## src/rtl/block_lock_ctrl_if.sv

```systemverilog
// Block-lock controller bus: header beats in, lock status / applied offset out.
// Latency: n/a (signal bundle only).
// Backpressure: none; header beats are strobes and are never stalled.
interface block_lock_ctrl_if;
  logic       en_i;
  logic       hdr_dv_i;
  logic [6:0] offset_i;
  logic [1:0] header_i;
  logic       locked_o;
  logic [6:0] offset_o;
  logic       rescan_o;
  logic [7:0] loss_cnt_o;

  // Drives beats and enable, observes lock status.
  modport master (
    output en_i, hdr_dv_i, offset_i, header_i,
    input  locked_o, offset_o, rescan_o, loss_cnt_o
  );

  // The controller itself.
  modport slave (
    input  en_i, hdr_dv_i, offset_i, header_i,
    output locked_o, offset_o, rescan_o, loss_cnt_o
  );
endinterface

```

## src/rtl/block_lock_ctrl.sv

```systemverilog
// 66b block-lock controller: hunts for a stable header offset, declares lock, monitors windows for loss.
// Latency: all outputs registered; locked_o/rescan_o change one cycle after the deciding beat.
// Backpressure: none; beats arriving during SLIP are dropped, beats with hdr_dv_i low are ignored.
module block_lock_ctrl #(
  parameter int LOCK_CNT = 32,
  parameter int WIN_LEN  = 64,
  parameter int BAD_MAX  = 16
) (
  input  logic             clk_i,
  input  logic             rst_i,
  block_lock_ctrl_if.slave bus
);

  localparam int GW = $clog2(LOCK_CNT + 1);
  localparam int WW = $clog2(WIN_LEN + 1);
  localparam int BW = $clog2(BAD_MAX + 1);

  localparam logic [GW-1:0] LOCK_V = GW'(LOCK_CNT);
  localparam logic [WW-1:0] WIN_V  = WW'(WIN_LEN);
  localparam logic [BW-1:0] BAD_V  = BW'(BAD_MAX);

  typedef enum logic [1:0] {
    ST_IDLE,
    ST_HUNT,
    ST_LOCKED,
    ST_SLIP
  } state_t;

  state_t        r_state;
  logic          r_locked;
  logic [6:0]    r_offset;
  logic          r_rescan;
  logic [7:0]    r_loss_cnt;
  logic [GW-1:0] r_good_cnt;
  logic [WW-1:0] r_win_cnt;
  logic [BW-1:0] r_bad_cnt;

  logic          w_hdr_ok;
  logic          w_new_off;
  logic [GW-1:0] w_good_nxt;
  logic [WW-1:0] w_win_nxt;
  logic [BW-1:0] w_bad_nxt;

  // Sync header is valid only for 01/10, i.e. when the two bits differ.
  assign w_hdr_ok  = bus.header_i[1] ^ bus.header_i[0];
  assign w_new_off = (bus.offset_i != r_offset);
  assign w_win_nxt = r_win_cnt + WW'(1);

  // Next-value candidates for the hunt and window counters on the current beat.
  always_comb begin
    w_good_nxt = r_good_cnt + GW'(1);
    if (w_new_off || !w_hdr_ok) begin
      w_good_nxt = w_hdr_ok ? GW'(1) : '0;
    end
    w_bad_nxt = w_hdr_ok ? r_bad_cnt : r_bad_cnt + BW'(1);
  end

  // Lock state machine; every output is a register written here.
  always_ff @(posedge clk_i or posedge rst_i) begin
    if (rst_i) begin
      r_state    <= ST_IDLE;
      r_locked   <= 1'b0;
      r_offset   <= '0;
      r_rescan   <= 1'b0;
      r_loss_cnt <= '0;
      r_good_cnt <= '0;
      r_win_cnt  <= '0;
      r_bad_cnt  <= '0;
    end else begin
      r_rescan <= 1'b0;
      if (!bus.en_i) begin
        r_state    <= ST_IDLE;
        r_locked   <= 1'b0;
        r_good_cnt <= '0;
        r_win_cnt  <= '0;
        r_bad_cnt  <= '0;
      end else begin
        case (r_state)
          ST_IDLE: begin
            r_state  <= ST_HUNT;
            r_rescan <= 1'b1;
          end
          ST_HUNT: begin
            if (bus.hdr_dv_i) begin
              // Loading unconditionally equals loading only on a change.
              r_offset <= bus.offset_i;
              if (w_good_nxt == LOCK_V) begin
                r_state    <= ST_LOCKED;
                r_locked   <= 1'b1;
                r_good_cnt <= '0;
                r_win_cnt  <= '0;
                r_bad_cnt  <= '0;
              end else begin
                r_good_cnt <= w_good_nxt;
              end
            end
          end
          ST_LOCKED: begin
            if (bus.hdr_dv_i) begin
              // Too many bad headers wins over a window boundary on the same beat.
              if (w_bad_nxt == BAD_V) begin
                r_state    <= ST_SLIP;
                r_locked   <= 1'b0;
                r_rescan   <= 1'b1;
                r_win_cnt  <= '0;
                r_bad_cnt  <= '0;
                if (r_loss_cnt != 8'hFF) begin
                  r_loss_cnt <= r_loss_cnt + 8'd1;
                end
              end else if (w_win_nxt == WIN_V) begin
                r_win_cnt <= '0;
                r_bad_cnt <= '0;
              end else begin
                r_win_cnt <= w_win_nxt;
                r_bad_cnt <= w_bad_nxt;
              end
            end
          end
          ST_SLIP: begin
            r_state    <= ST_HUNT;
            r_good_cnt <= '0;
            r_win_cnt  <= '0;
            r_bad_cnt  <= '0;
          end
          default: r_state <= ST_IDLE;
        endcase
      end
    end
  end

  assign bus.locked_o   = r_locked;
  assign bus.offset_o   = r_offset;
  assign bus.rescan_o   = r_rescan;
  assign bus.loss_cnt_o = r_loss_cnt;

endmodule

```

## src/flat_wrapper.sv

```systemverilog
// flat-port wrapper written by rule: the top's interface ports become plain ports
module block_lock_ctrl_flat 
#(
  parameter int LOCK_CNT = 32,
  parameter int WIN_LEN  = 64,
  parameter int BAD_MAX  = 16
)
  (clk_i, rst_i, bus_en_i, bus_hdr_dv_i, bus_offset_i, bus_header_i, bus_locked_o, bus_offset_o, bus_rescan_o, bus_loss_cnt_o);
  block_lock_ctrl_if bus_i ();
  input  logic clk_i;
  input  logic rst_i;
  input wire logic [$bits(bus_i.en_i)-1:0] bus_en_i;
  input wire logic [$bits(bus_i.hdr_dv_i)-1:0] bus_hdr_dv_i;
  input wire logic [$bits(bus_i.offset_i)-1:0] bus_offset_i;
  input wire logic [$bits(bus_i.header_i)-1:0] bus_header_i;
  output wire logic [$bits(bus_i.locked_o)-1:0] bus_locked_o;
  output wire logic [$bits(bus_i.offset_o)-1:0] bus_offset_o;
  output wire logic [$bits(bus_i.rescan_o)-1:0] bus_rescan_o;
  output wire logic [$bits(bus_i.loss_cnt_o)-1:0] bus_loss_cnt_o;
  assign bus_i.en_i = bus_en_i;
  assign bus_i.hdr_dv_i = bus_hdr_dv_i;
  assign bus_i.offset_i = bus_offset_i;
  assign bus_i.header_i = bus_header_i;
  assign bus_locked_o = bus_i.locked_o;
  assign bus_offset_o = bus_i.offset_o;
  assign bus_rescan_o = bus_i.rescan_o;
  assign bus_loss_cnt_o = bus_i.loss_cnt_o;
  block_lock_ctrl #(.LOCK_CNT(LOCK_CNT), .WIN_LEN(WIN_LEN), .BAD_MAX(BAD_MAX)) u_core (.clk_i(clk_i), .rst_i(rst_i), .bus(bus_i));
endmodule
```

## config.mk

```make
export PLATFORM = sky130hd
export DESIGN_NAME = block_lock_ctrl_flat
export DESIGN_NICKNAME = d
export VERILOG_FILES = /design/src/rtl/block_lock_ctrl_if.sv /design/src/rtl/block_lock_ctrl.sv /design/src/flat_wrapper.sv
export SDC_FILE = /design/constraint.sdc
export NUM_CORES = 1
export LEC_CHECK = 0
export BUFFER_PORTS_ARGS = -buffer_cell sky130_fd_sc_hd__buf_2
export CAP_MARGIN = 20
export CORE_AREA = 2 2 77 79
export DETAILED_ROUTE_END_ITERATION = 7
export DIE_AREA = 0 0 79 81
export SYNTH_ARGS = -nofsm -noshare
export SYNTH_HDL_FRONTEND = slang
export SYNTH_SLANG_ARGS = --single-unit
export TNS_END_PERCENT = 30
```

## constraint.sdc

```tcl
create_clock -name clk_i -period 6.5 [get_ports clk_i]
set_input_delay 0 -clock clk_i [delete_from_list [all_inputs] [get_ports clk_i]]
set_output_delay 0 -clock clk_i [all_outputs]
set_load 0.01 [all_outputs]
```

==> metrics <==
Max-cap violations=0; synthesized cell area=2180 sq um; number of antenna violations at the first check in global routing=0; Die Y=81 um; wirelength, routed=4520 um; clock latency reported for the late side of the worst-skew pair=0.29 ns; proportion of synthesized area in mux cells=4.12%; share of the synthesized netlist area taken by xor and xnor gates=7.62%; combined global-route utilization of all metal layers=15.0%; transition time at the pin with the least slew margin=0.698 ns; # setup viols final=0; Layout Nets=284; total I/O pin count=30; main flop type after synthesis=sky130_fd_sc_hd__dfrtp_1; routed vias=1776; largest family of logic cells by synthesized area=compound AO/OA/AOI/OAI gates; critical path endpoint category=register; number of nets produced by synthesis=245; count of clock tree sinks=37; TritonCTS clock tree=done; average cell area after synthesis=9.75 sq um; total power divided by cell area=281 nW/um^2; HPWL after detailed placement=3120 um; deepest clock path buffer count=2; number of register bits inferred by synthesis=37; remaining design rule violation count=0; most used standard cells in the synthesized netlist=sky130_fd_sc_hd__dfrtp_1 (37), sky130_fd_sc_hd__nand3_1 (17), sky130_fd_sc_hd__xor2_1 (17), sky130_fd_sc_hd__nand2_1 (15), sky130_fd_sc_hd__nor2_1 (13); Row Count=28; synth unique cells=50; async set-reset flop share out of synthesis=100%; Data arrival, critical path=2.74 ns; count of flip-flops with a built-in enable after synthesis=0; reg-to-reg slack, setup=3.93 ns; critical path data required time=6.67 ns; maximum number of pins on one net before global-route repair=38; area share of fa/ha/maj cells after synthesis=4.58%; CTS root buffer=sky130_fd_sc_hd__clkbuf_8; clock input transition at the sequential cells of the worst setup and hold paths=0.07 ns; most frequent cell after synthesis=sky130_fd_sc_hd__dfrtp_1; TNS Setup=0 ns; Lkg Pwr=1.23 nW; RSZ-0062 raised after global routing=no; Final ANT Viol Nets=0; compound-cell area share of the yosys netlist=19.2%; violation count after the first detailed-routing iteration=54; startpoint types=register; fillers=570; Fmax achieved=389 MHz; total power=722 uW; worst hold path class=in2reg; largest stage delay on the critical path=0.53 ns; Synth Area in Simple Gates=19.1%; final worst path period share=39.5%; final standard cell count with taps included and fillers excluded=339; starting density of the core=38.5%; series of cell instances along the critical path=ha_1 -> or4_4 -> a211oi_4 -> and3_1 -> and2_1 -> mux2_1; share of cells above drive strength 1=18.6%; total placed cells including tap cells=323; cells resized by post-CTS repair=0; Layout area overhead=17.6%; worst voltage drop across the vdd grid=122 uV; vias in the first global route=1657; main area contributors after synthesis=sky130_fd_sc_hd__dfrtp_1 (42%), sky130_fd_sc_hd__xor2_1 (6.8%), sky130_fd_sc_hd__ha_1 (4.6%); Final Hold Viols=0; RD Place Congestion=0.801; total CTS buffers=5; kind of critical path=reg2reg; drt pass-1 iters=4; setup clock skew after layout=0.00678 ns; number of port buffers=29; area inside the core boundary=5680 sq um; top cell type by total area after synthesis=sky130_fd_sc_hd__dfrtp_1; max-slew violation count=0; die extent in x=79 um; gate count of the mapped netlist=224; diode insertion count for antenna repair=0; worst slew margin relative to its limit=53.2%; floorplan die area=6400 sq um; via count normalized by instance count=5.24; sequential fraction of the synthesis area=42.4%; Max stage delay cell, worst path=sky130_fd_sc_hd__or4_4; top-area cell type share of the netlist area=42.4%; Synth Warn #=0; average detailed-routed wire length per instance=13.3 um; global-route wire length before repair=7600 um; final worst path period need=2.57 ns; Remaining Overflow, GRT=0; outcome=finished, final reports clean; crit-path max FO=8; H-tree depth=2
==> final cells by class <==
| type | instances | area, sq um | area share (%) |
|---|---|---|---|
| sequential | 37 | 926 | 36.0 |
| multi-input combinational | 170 | 1190 | 46.4 |
| timing repair buffer | 38 | 233 | 9.06 |
| inverter | 11 | 41.3 | 1.61 |
| clock inverter | 2 | 10.0 | 0.390 |
| tap | 75 | 93.8 | 3.65 |
| clock buffer | 6 | 72.6 | 2.83 |
==> metrics by stage <==
| step | worst slack [ns] | hold WS [ns] | instance area, sq um | util [%] |
|---|---|---|---|---|
| 6_report | 3.93 | 0.0664 | 2570 | 45.3 |
| 5_1_grt | 3.75 | 0.0624 | 2570 | 45.3 |
| 4_1_cts | 3.92 | 0.0499 | 2570 | 45.3 |
| 3_5_place_dp | 3.93 | 0.144 | 2410 | 42.4 |
| 3_3_place_gp | 3.95 | 0.144 | 2410 | 42.4 |
| 2_1_floorplan | 4.11 | 0.151 | 2180 | - |
==> power breakdown <==
group	switching (mW)	total, mW	leakage (nW)	internal, mW
clock network	0.0832	0.158	0.0450	0.0744
registers	0.0323	0.299	0.498	0.266
logic	0.152	0.266	0.689	0.114
total	0.267	0.722	1.23	0.455
==> metal layers <==
metal  part of all wire [%]  GRT usage, %
met4                    1.4          5.34
met5                      0             0
met1                     48          19.8
met3                    1.8          3.11
met2                     49          24.5
==> critical path: cells and delay by family, from the launching register on <==
family | cells | cell delay, ns
AOI/OAI and AO/OA | 1 | 0.45
adders and majority gates | 1 | 0.32
muxes | 1 | 0.32
DFF | 1 | 0.40
and+or+nand+nor | 3 | 0.98
==> registers in the layout (all words and copies together) (netlist names) <==
name / count
u_core.bus.loss_cnt_o: 8
u_core.bus.locked_o: 1
u_core.r_good_cnt: 6
u_core.r_win_cnt: 7
u_core.r_bad_cnt: 5
u_core.bus.rescan_o: 1
u_core.bus.offset_o: 7
u_core.r_state: 2
==> path summary, 6_finish.rpt <==
kind | from | end | cells after the start
max | u_core.r_bad_cnt[0]$_DFFE_PP0P_ | u_core.bus.loss_cnt_o[1]$_DFFE_PP0P_ | 6
min | bus_en_i | u_core.r_state[1]$_DFFE_PP0P_ | 3
max reg2reg | u_core.r_bad_cnt[0]$_DFFE_PP0P_ | u_core.bus.loss_cnt_o[1]$_DFFE_PP0P_ | 6
min reg2reg | u_core.bus.loss_cnt_o[4]$_DFFE_PP0P_ | u_core.bus.loss_cnt_o[4]$_DFFE_PP0P_ | 1
max in group asynchronous | rst_i | u_core.r_bad_cnt[0]$_DFFE_PP0P_ | 4
min in group asynchronous | rst_i | u_core.bus.offset_o[5]$_DFFE_PP0P_ | 4
==> timing repair <==
action                                 4_1_cts  5_1_grt
hold buffers                                 8        0
setup endpoints to repair                    0        0
buffers inserted                             0        0
endpoints found under the hold margin       44        0
==> kinds of logic after synthesis <==
logic type,after synthesis
flops,37
compound gates,57
simple gates,78
xor+xnor,19
fa+ha+maj,8
mux,8
buf+inv,17
==> layout by cell type, fill, tap and decap left out, types with 2 or more instances in the layout <==
cell and n:
sky130_fd_sc_hd__or3_1 3, sky130_fd_sc_hd__nor2_1 13, sky130_fd_sc_hd__o21ai_0 7, sky130_fd_sc_hd__nor2b_1 2, sky130_fd_sc_hd__o211ai_1 2, sky130_fd_sc_hd__dfrtp_1 37
sky130_fd_sc_hd__ha_1 8, sky130_fd_sc_hd__a22o_1 4, sky130_fd_sc_hd__nand2_1 15, sky130_fd_sc_hd__and2_1 2, sky130_fd_sc_hd__dlygate4sd3_1 8, sky130_fd_sc_hd__nand4_1 7
sky130_fd_sc_hd__nor3b_1 2, sky130_fd_sc_hd__o31ai_1 4, sky130_fd_sc_hd__and3_1 4, sky130_fd_sc_hd__nand3_1 17, sky130_fd_sc_hd__a21o_1 2, sky130_fd_sc_hd__o21ai_1 4
sky130_fd_sc_hd__a21oi_1 10, sky130_fd_sc_hd__buf_2 29, sky130_fd_sc_hd__mux2_2 7, sky130_fd_sc_hd__clkbuf_8 5, sky130_fd_sc_hd__xnor2_1 2, sky130_fd_sc_hd__o22ai_1 6
sky130_fd_sc_hd__xor2_1 17, sky130_fd_sc_hd__nor3_1 3, sky130_fd_sc_hd__o21a_1 2, sky130_fd_sc_hd__clkinv_2 2, sky130_fd_sc_hd__a211oi_1 4, sky130_fd_sc_hd__a31oi_1 3
sky130_fd_sc_hd__inv_1 11
Note: power is estimated with default switching activity, not from simulation.
